File: src/rtl/add_seq_pkg.sv
// Shared types and constants for the nibble-serial adder: FSM state encoding
// and the width of one adder slice.
package add_seq_pkg;

    localparam int NIBW = 4;

    typedef enum logic [1:0] {
        ST_IDLE = 2'd0,
        ST_RUN  = 2'd1,
        ST_DONE = 2'd2
    } state_t;

endpackage

File: src/rtl/add_seq_if.sv
// Operand/result handshake bundle for add_seq; the operand source drives the
// master side, the adder implements the slave side.
interface add_seq_if
    import add_seq_pkg::*;
#(
    parameter int NIB = 4
);
    localparam int W = NIBW * NIB;

    logic         in_valid;
    logic         in_ready;
    logic [W-1:0] a;
    logic [W-1:0] b;
    logic         cin;
    logic         out_valid;
    logic         out_ready;
    logic [W-1:0] out;
    logic         cout;

    modport master (
        output in_valid, a, b, cin, out_ready,
        input  in_ready, out_valid, out, cout
    );

    modport slave (
        input  in_valid, a, b, cin, out_ready,
        output in_ready, out_valid, out, cout
    );

endinterface

File: src/rtl/add_seq_add_4.sv
// Combinational 4-bit ripple-carry adder built from explicit full-adder cells;
// the per-nibble datapath slice of add_seq.
module add_4
    import add_seq_pkg::*;
(
    input  logic [NIBW-1:0] a,
    input  logic [NIBW-1:0] b,
    input  logic            ci,
    output logic [NIBW-1:0] s,
    output logic            co
);

    logic [NIBW:0] c_s;

    // Ripple the carry through one full-adder cell per bit.
    always_comb begin
        c_s    = {(NIBW+1){1'b0}};
        s      = {NIBW{1'b0}};
        c_s[0] = ci;
        for (int i = 0; i < NIBW; i++) begin
            s[i]     = a[i] ^ b[i] ^ c_s[i];
            c_s[i+1] = (a[i] & b[i]) | (a[i] & c_s[i]) | (b[i] & c_s[i]);
        end
        co = c_s[NIBW];
    end

endmodule

File: src/rtl/add_seq.sv
// Multi-cycle W-bit adder: latches operands on the input handshake, adds one
// nibble per clock through a single add_4, then holds the sum until consumed.
module add_seq
    import add_seq_pkg::*;
#(
    parameter int NIB = 4
)
(
    input  logic      clk,
    input  logic      rst,
    add_seq_if.slave  bus
);

    localparam int W  = NIBW * NIB;
    localparam int CW = (NIB > 1) ? $clog2(NIB) : 1;
    localparam logic [CW-1:0] CNT_LAST = CW'(NIB - 1);

    state_t          state_q, state_d;
    logic [CW-1:0]   cnt_q, cnt_d;
    logic [W-1:0]    a_q, a_d;
    logic [W-1:0]    b_q, b_d;
    logic [W-1:0]    result_q, result_d;
    logic            carry_q, carry_d;
    logic            cout_q, cout_d;
    logic            in_ready_q, in_ready_d;
    logic            out_valid_q, out_valid_d;

    logic [NIBW-1:0] a_nib_s;
    logic [NIBW-1:0] b_nib_s;
    logic [NIBW-1:0] sum_s;
    logic            co_s;

    // Select the operand nibbles addressed by the counter.
    always_comb begin
        a_nib_s = {NIBW{1'b0}};
        b_nib_s = {NIBW{1'b0}};
        for (int k = 0; k < NIB; k++) begin
            if (cnt_q == CW'(k)) begin
                a_nib_s = a_q[k*NIBW +: NIBW];
                b_nib_s = b_q[k*NIBW +: NIBW];
            end else begin
            end
        end
    end

    add_4 u_add (
        .a  (a_nib_s),
        .b  (b_nib_s),
        .ci (carry_q),
        .s  (sum_s),
        .co (co_s)
    );

    // FSM next state, operand capture and per-nibble result update.
    always_comb begin
        state_d  = state_q;
        cnt_d    = cnt_q;
        a_d      = a_q;
        b_d      = b_q;
        carry_d  = carry_q;
        result_d = result_q;
        cout_d   = cout_q;
        case (state_q)
            ST_IDLE: begin
                if (bus.in_valid) begin
                    a_d     = bus.a;
                    b_d     = bus.b;
                    carry_d = bus.cin;
                    cnt_d   = {CW{1'b0}};
                    state_d = ST_RUN;
                end else begin
                end
            end
            ST_RUN: begin
                for (int k = 0; k < NIB; k++) begin
                    if (cnt_q == CW'(k)) begin
                        result_d[k*NIBW +: NIBW] = sum_s;
                    end else begin
                    end
                end
                carry_d = co_s;
                // Park the counter at zero instead of stepping past the top nibble.
                if (cnt_q == CNT_LAST) begin
                    cnt_d   = {CW{1'b0}};
                    cout_d  = co_s;
                    state_d = ST_DONE;
                end else begin
                    cnt_d = cnt_q + CW'(1);
                end
            end
            ST_DONE: begin
                if (bus.out_ready) begin
                    state_d = ST_IDLE;
                end else begin
                end
            end
            default: begin
                state_d = ST_IDLE;
                cnt_d   = {CW{1'b0}};
            end
        endcase
        in_ready_d  = (state_d == ST_IDLE);
        out_valid_d = (state_d == ST_DONE);
    end

    // State and datapath registers with asynchronous reset.
    always_ff @(posedge clk or posedge rst) begin
        if (rst) begin
            state_q     <= ST_IDLE;
            cnt_q       <= {CW{1'b0}};
            a_q         <= {W{1'b0}};
            b_q         <= {W{1'b0}};
            result_q    <= {W{1'b0}};
            carry_q     <= 1'b0;
            cout_q      <= 1'b0;
            in_ready_q  <= 1'b1;
            out_valid_q <= 1'b0;
        end else begin
            state_q     <= state_d;
            cnt_q       <= cnt_d;
            a_q         <= a_d;
            b_q         <= b_d;
            result_q    <= result_d;
            carry_q     <= carry_d;
            cout_q      <= cout_d;
            in_ready_q  <= in_ready_d;
            out_valid_q <= out_valid_d;
        end
    end

    assign bus.in_ready  = in_ready_q;
    assign bus.out_valid = out_valid_q;
    assign bus.out       = result_q;
    assign bus.cout      = cout_q;

endmodule
File: src/flat_wrapper.sv
// flat-port wrapper written by rule: the top's interface ports become plain ports
module add_seq_flat import add_seq_pkg::*;
#(
    parameter int NIB = 4
)
  (clk, rst, bus_in_valid, bus_a, bus_b, bus_cin, bus_out_ready, bus_in_ready, bus_out_valid, bus_out, bus_cout);
  add_seq_if #(.NIB(NIB)) bus_i ();
  input  logic clk;
  input  logic rst;
  input wire logic [$bits(bus_i.in_valid)-1:0] bus_in_valid;
  input wire logic [$bits(bus_i.a)-1:0] bus_a;
  input wire logic [$bits(bus_i.b)-1:0] bus_b;
  input wire logic [$bits(bus_i.cin)-1:0] bus_cin;
  input wire logic [$bits(bus_i.out_ready)-1:0] bus_out_ready;
  output wire logic [$bits(bus_i.in_ready)-1:0] bus_in_ready;
  output wire logic [$bits(bus_i.out_valid)-1:0] bus_out_valid;
  output wire logic [$bits(bus_i.out)-1:0] bus_out;
  output wire logic [$bits(bus_i.cout)-1:0] bus_cout;
  assign bus_i.in_valid = bus_in_valid;
  assign bus_i.a = bus_a;
  assign bus_i.b = bus_b;
  assign bus_i.cin = bus_cin;
  assign bus_i.out_ready = bus_out_ready;
  assign bus_in_ready = bus_i.in_ready;
  assign bus_out_valid = bus_i.out_valid;
  assign bus_out = bus_i.out;
  assign bus_cout = bus_i.cout;
  add_seq #(.NIB(NIB)) u_core (.clk(clk), .rst(rst), .bus(bus_i));
endmodule
File: config.mk
export PLATFORM = sky130hd
export DESIGN_NAME = add_seq_flat
export DESIGN_NICKNAME = d
export VERILOG_FILES = /design/src/rtl/add_seq_pkg.sv /design/src/rtl/add_seq_if.sv /design/src/rtl/add_seq_add_4.sv /design/src/rtl/add_seq.sv /design/src/flat_wrapper.sv
export SDC_FILE = /design/constraint.sdc
export NUM_CORES = 1
export LEC_CHECK = 0
export CAP_MARGIN = 10
export CORE_MARGIN = 3
export CORE_UTILIZATION = 40
export DETAILED_ROUTE_END_ITERATION = 16
export GPL_TIMING_DRIVEN = 0
export PLACE_DENSITY = 0.79
export SYNTH_ARGS = -nofsm -noshare
export SYNTH_HDL_FRONTEND = slang
export SYNTH_HIERARCHICAL = 1
export SYNTH_SLANG_ARGS = --single-unit
File: constraint.sdc
create_clock -name clk -period 3.5 [get_ports clk]
set_clock_uncertainty 0.1 [all_clocks]
set_input_delay 0.35 -clock clk [delete_from_list [all_inputs] [get_ports clk]]
set_output_delay 0.35 -clock clk [all_outputs]
set_load 0.02 [all_outputs]
==> metrics <==
number of nets produced by synthesis 237; number of DRC markers after the initial detailed-route iteration 89; final critical delay including setup and external delays 3360 ps; maximum clock frequency 298 MHz; type of the worst min-delay path primary input to asynchronous set/reset pin; synthesized-area fraction occupied by adder cells 4.94%; number of nets still failing antenna checks after routing 0; routed vias 1718; leftover overflow at the end of global routing 0; Die Height 87.2 um; Critical Path Sink Type register; FP Rows 28; routability congestion estimate from global placement 0.786; initial core utilization 42.8%; DRC violation count after routing 0; Cell Area, Placed 3300 sq um; Vias per Instance 5.13; Final Routed Wirelength 5.29 mm; type of element launching the critical path register; P per Cell Area 1060 nW/um^2; number of ports placed on the die boundary 56; Final Hold Violating Endpoints 0; worst setup margin 139 ps; multiplexer share of the synthesized area 22.1%; outcome complete, no violations; Worst VDD drop 0.000758 V; Post-Place Worst Slack -126 ps; metal1 wirelength 2.42 mm; Die Span X 87.2 um; most instantiated flip-flop cell in the synthesis netlist dfrtp_1; number of instances in the synthesized netlist 192; remaining max-slew budget at the tightest pin 60.1%; CTS root buffer clkbuf_8; clock buffer count from CTS 5; Buffers on Ports 55; most used cells in the layout excluding fill and tap cells 55 x clkdlybuf4s50_1, 55 x dfrtp_1, 20 x mux2_4; Seq cells post-synth 56; Inserted Diodes 0; Max-cap violations 0; H-tree lvl count 2; clock sink count 56; top layer in use met4; total number of nets in the final design 304; Yosys Warn Count 6; area share of the largest cell type after synthesis 52.2%; number of flops mapped to enable cells by yosys 0; endpoints failing setup 0; Tightest Pin Transition 598 ps; Syn Std Cell Area 2640 sq um; xor and xnor fraction of the mapped netlist area 0%; Setup TNS 0 ps; Synth cell types 28; data required time of the critical path 3590 ps; Compound-Gate Fraction of Synth Area 8.16%; peak fanout along the critical path 10; share of final-layout standard cells stronger than drive strength 1 28.5%; startpoint-to-endpoint class of the critical path register to register; crit path DAT 3450 ps; area enclosed by the die boundary 7600 sq um; total global routing track utilization 15.0%; sum of met3 wire segment lengths after detailed routing 260 um; combinational family with the most area after synthesis multiplexers; 1st-pass router iterations 4; Simple-Gate Fraction of Synth Area 5.55%; Avg Cell Area, Syn 13.7 sq um; standard cell core area 6170 sq um; wire length on met2 2.56 mm; clock network latency to the later pin of the worst-skew pair 300 ps; clock tree from TritonCTS yes; Final Max Tran Viols 0; fraction of registers with async set/reset 100%; Yosys top cell by area dfrtp_1; Leakage Power 1.52 nW; number of global-route vias before repair 1846; maximum buffer depth of the clock tree 2; sequential element share of the synthesized area 53.2%; pin count of the biggest net entering global routing 30; HPWL Detailed 3.98 mm; initial antenna violation count 0; final period utilization 96.0%; post-route standard cell area excluding fillers 3470 sq um; first-pass GRT wire length 8.87 mm; Routed WL per cell 15.8 um; Layout area overhead 31.8%; cell types with the largest area share after synthesis dfrtp_1 52%, mux2_4 11%, mux2_2 7.7%; clock-pin slew reported for the worst setup and hold paths after clock tree synthesis 100 ps
## where the power goes
part	leakage, nW	total [mW]	internal [mW]	switching, mW
Clock	0.0541	0.417	0.212	0.205
Sequential	0.668	1.16	0.986	0.176
Combinational	0.796	2.10	1.09	1.01
## registers in the layout, summed over array words and instances (netlist names)
register              count
u_core/state_q            2
u_core/carry_q            1
u_core/bus.in_ready       1
u_core/a_q               16
u_core/bus.out_valid      1
u_core/b_q               16
u_core/cnt_q              2
u_core/bus.out           16
u_core/bus.cout           1
## path summary, 6_finish.rpt
kind                                             startpoint                             to  slack [ps]  cells past startpoint
worst min register to register    u_core/a_q[2]$_DFFE_PP0P_      u_core/a_q[2]$_DFFE_PP0P_         400                      1
min in group clk                  u_core/a_q[2]$_DFFE_PP0P_      u_core/a_q[2]$_DFFE_PP0P_         400                      1
max in group asynchronous                               rst  u_core/bus.in_ready$_DFF_PP1_        2330                      3
worst max-delay path            u_core/cnt_q[0]$_DFFE_PP0P_  u_core/bus.out[7]$_DFFE_PP0P_         140                     15
worst max register to register  u_core/cnt_q[0]$_DFFE_PP0P_  u_core/bus.out[7]$_DFFE_PP0P_         140                     15
worst min-delay path                                    rst     u_core/a_q[14]$_DFFE_PP0P_         340                      2
## stage by stage
step | hold WS (ps) | cells | total power [mW] | utilization [%]
global placement | 371 | 322 | 3.05 | 53.2
finish | 336 | 335 | 3.68 | 56.4
detailed placement | 377 | 323 | 3.14 | 53.5
CTS | 360 | 333 | 3.59 | 55.7
floorplan | 336 | 192 | 2.49 | -
global route | 382 | 335 | 3.96 | 56.4
## per-layer routing
| layer | global-route usage (%) | vias to the layer above |
|---|---|---|
| met3 | 3.12 | 4 |
| met1 | 20.7 | 863 |
| li1 | - | 805 |
| met2 | 23.9 | 46 |
| met4 | 4.32 | 0 |
| met5 | 0 | - |
## cell type report
class / instances / area, sq um
clock inverters: 3 / 42.5
inverters: 19 / 71.3
fillers: 505 / 2690
plain buffers: 8 / 104
clock buffers: 5 / 68.8
well taps: 75 / 93.8
flip-flops and latches: 56 / 1400
multi-input cells: 109 / 1090
repair buffers: 60 / 601
## synthesized netlist by cell type, drive strengths merged (5+ instances only)
| cell | number |
|---|---|
| a22oi | 9 |
| dfrtp | 55 |
| mux2 | 45 |
| inv | 19 |
| nand2 | 8 |
| nor3b | 5 |
| buf | 8 |
| a21oi | 7 |
## critical path, cell delays in order, from the launching register on
cell and delay [ps]:
dfrtp_1 410, ha_1 210, buf_6 150, nor2b_4 110
buf_6 120, a22oi_1 70, a221oi_1 300, inv_1 110
fa_2 350, inv_2 60, fa_2 190, fa_2 190
inv_1 50, fa_1 490, inv_2 60, mux2_1 280
## logic make-up (layout without fill, tap and decap cells)
group	Yosys count	count (layout)
fa+ha+maj	8	8
flops	56	56
buf+inv	27	95
simple gates	24	24
compound gates	32	32
mux	45	45
## timing repair
item | 4_1_cts | 5_1_grt
setup buffers | 2 | 2
gates resized for setup | 2 | 12
gates cloned | 0 | 0
hold buffers | 0 | 0
setup endpoints to repair | 4 | 4
pin swaps | 1 | 2
hold endpoints to repair | 0 | 0
Power figures use the tool's default switching activity.
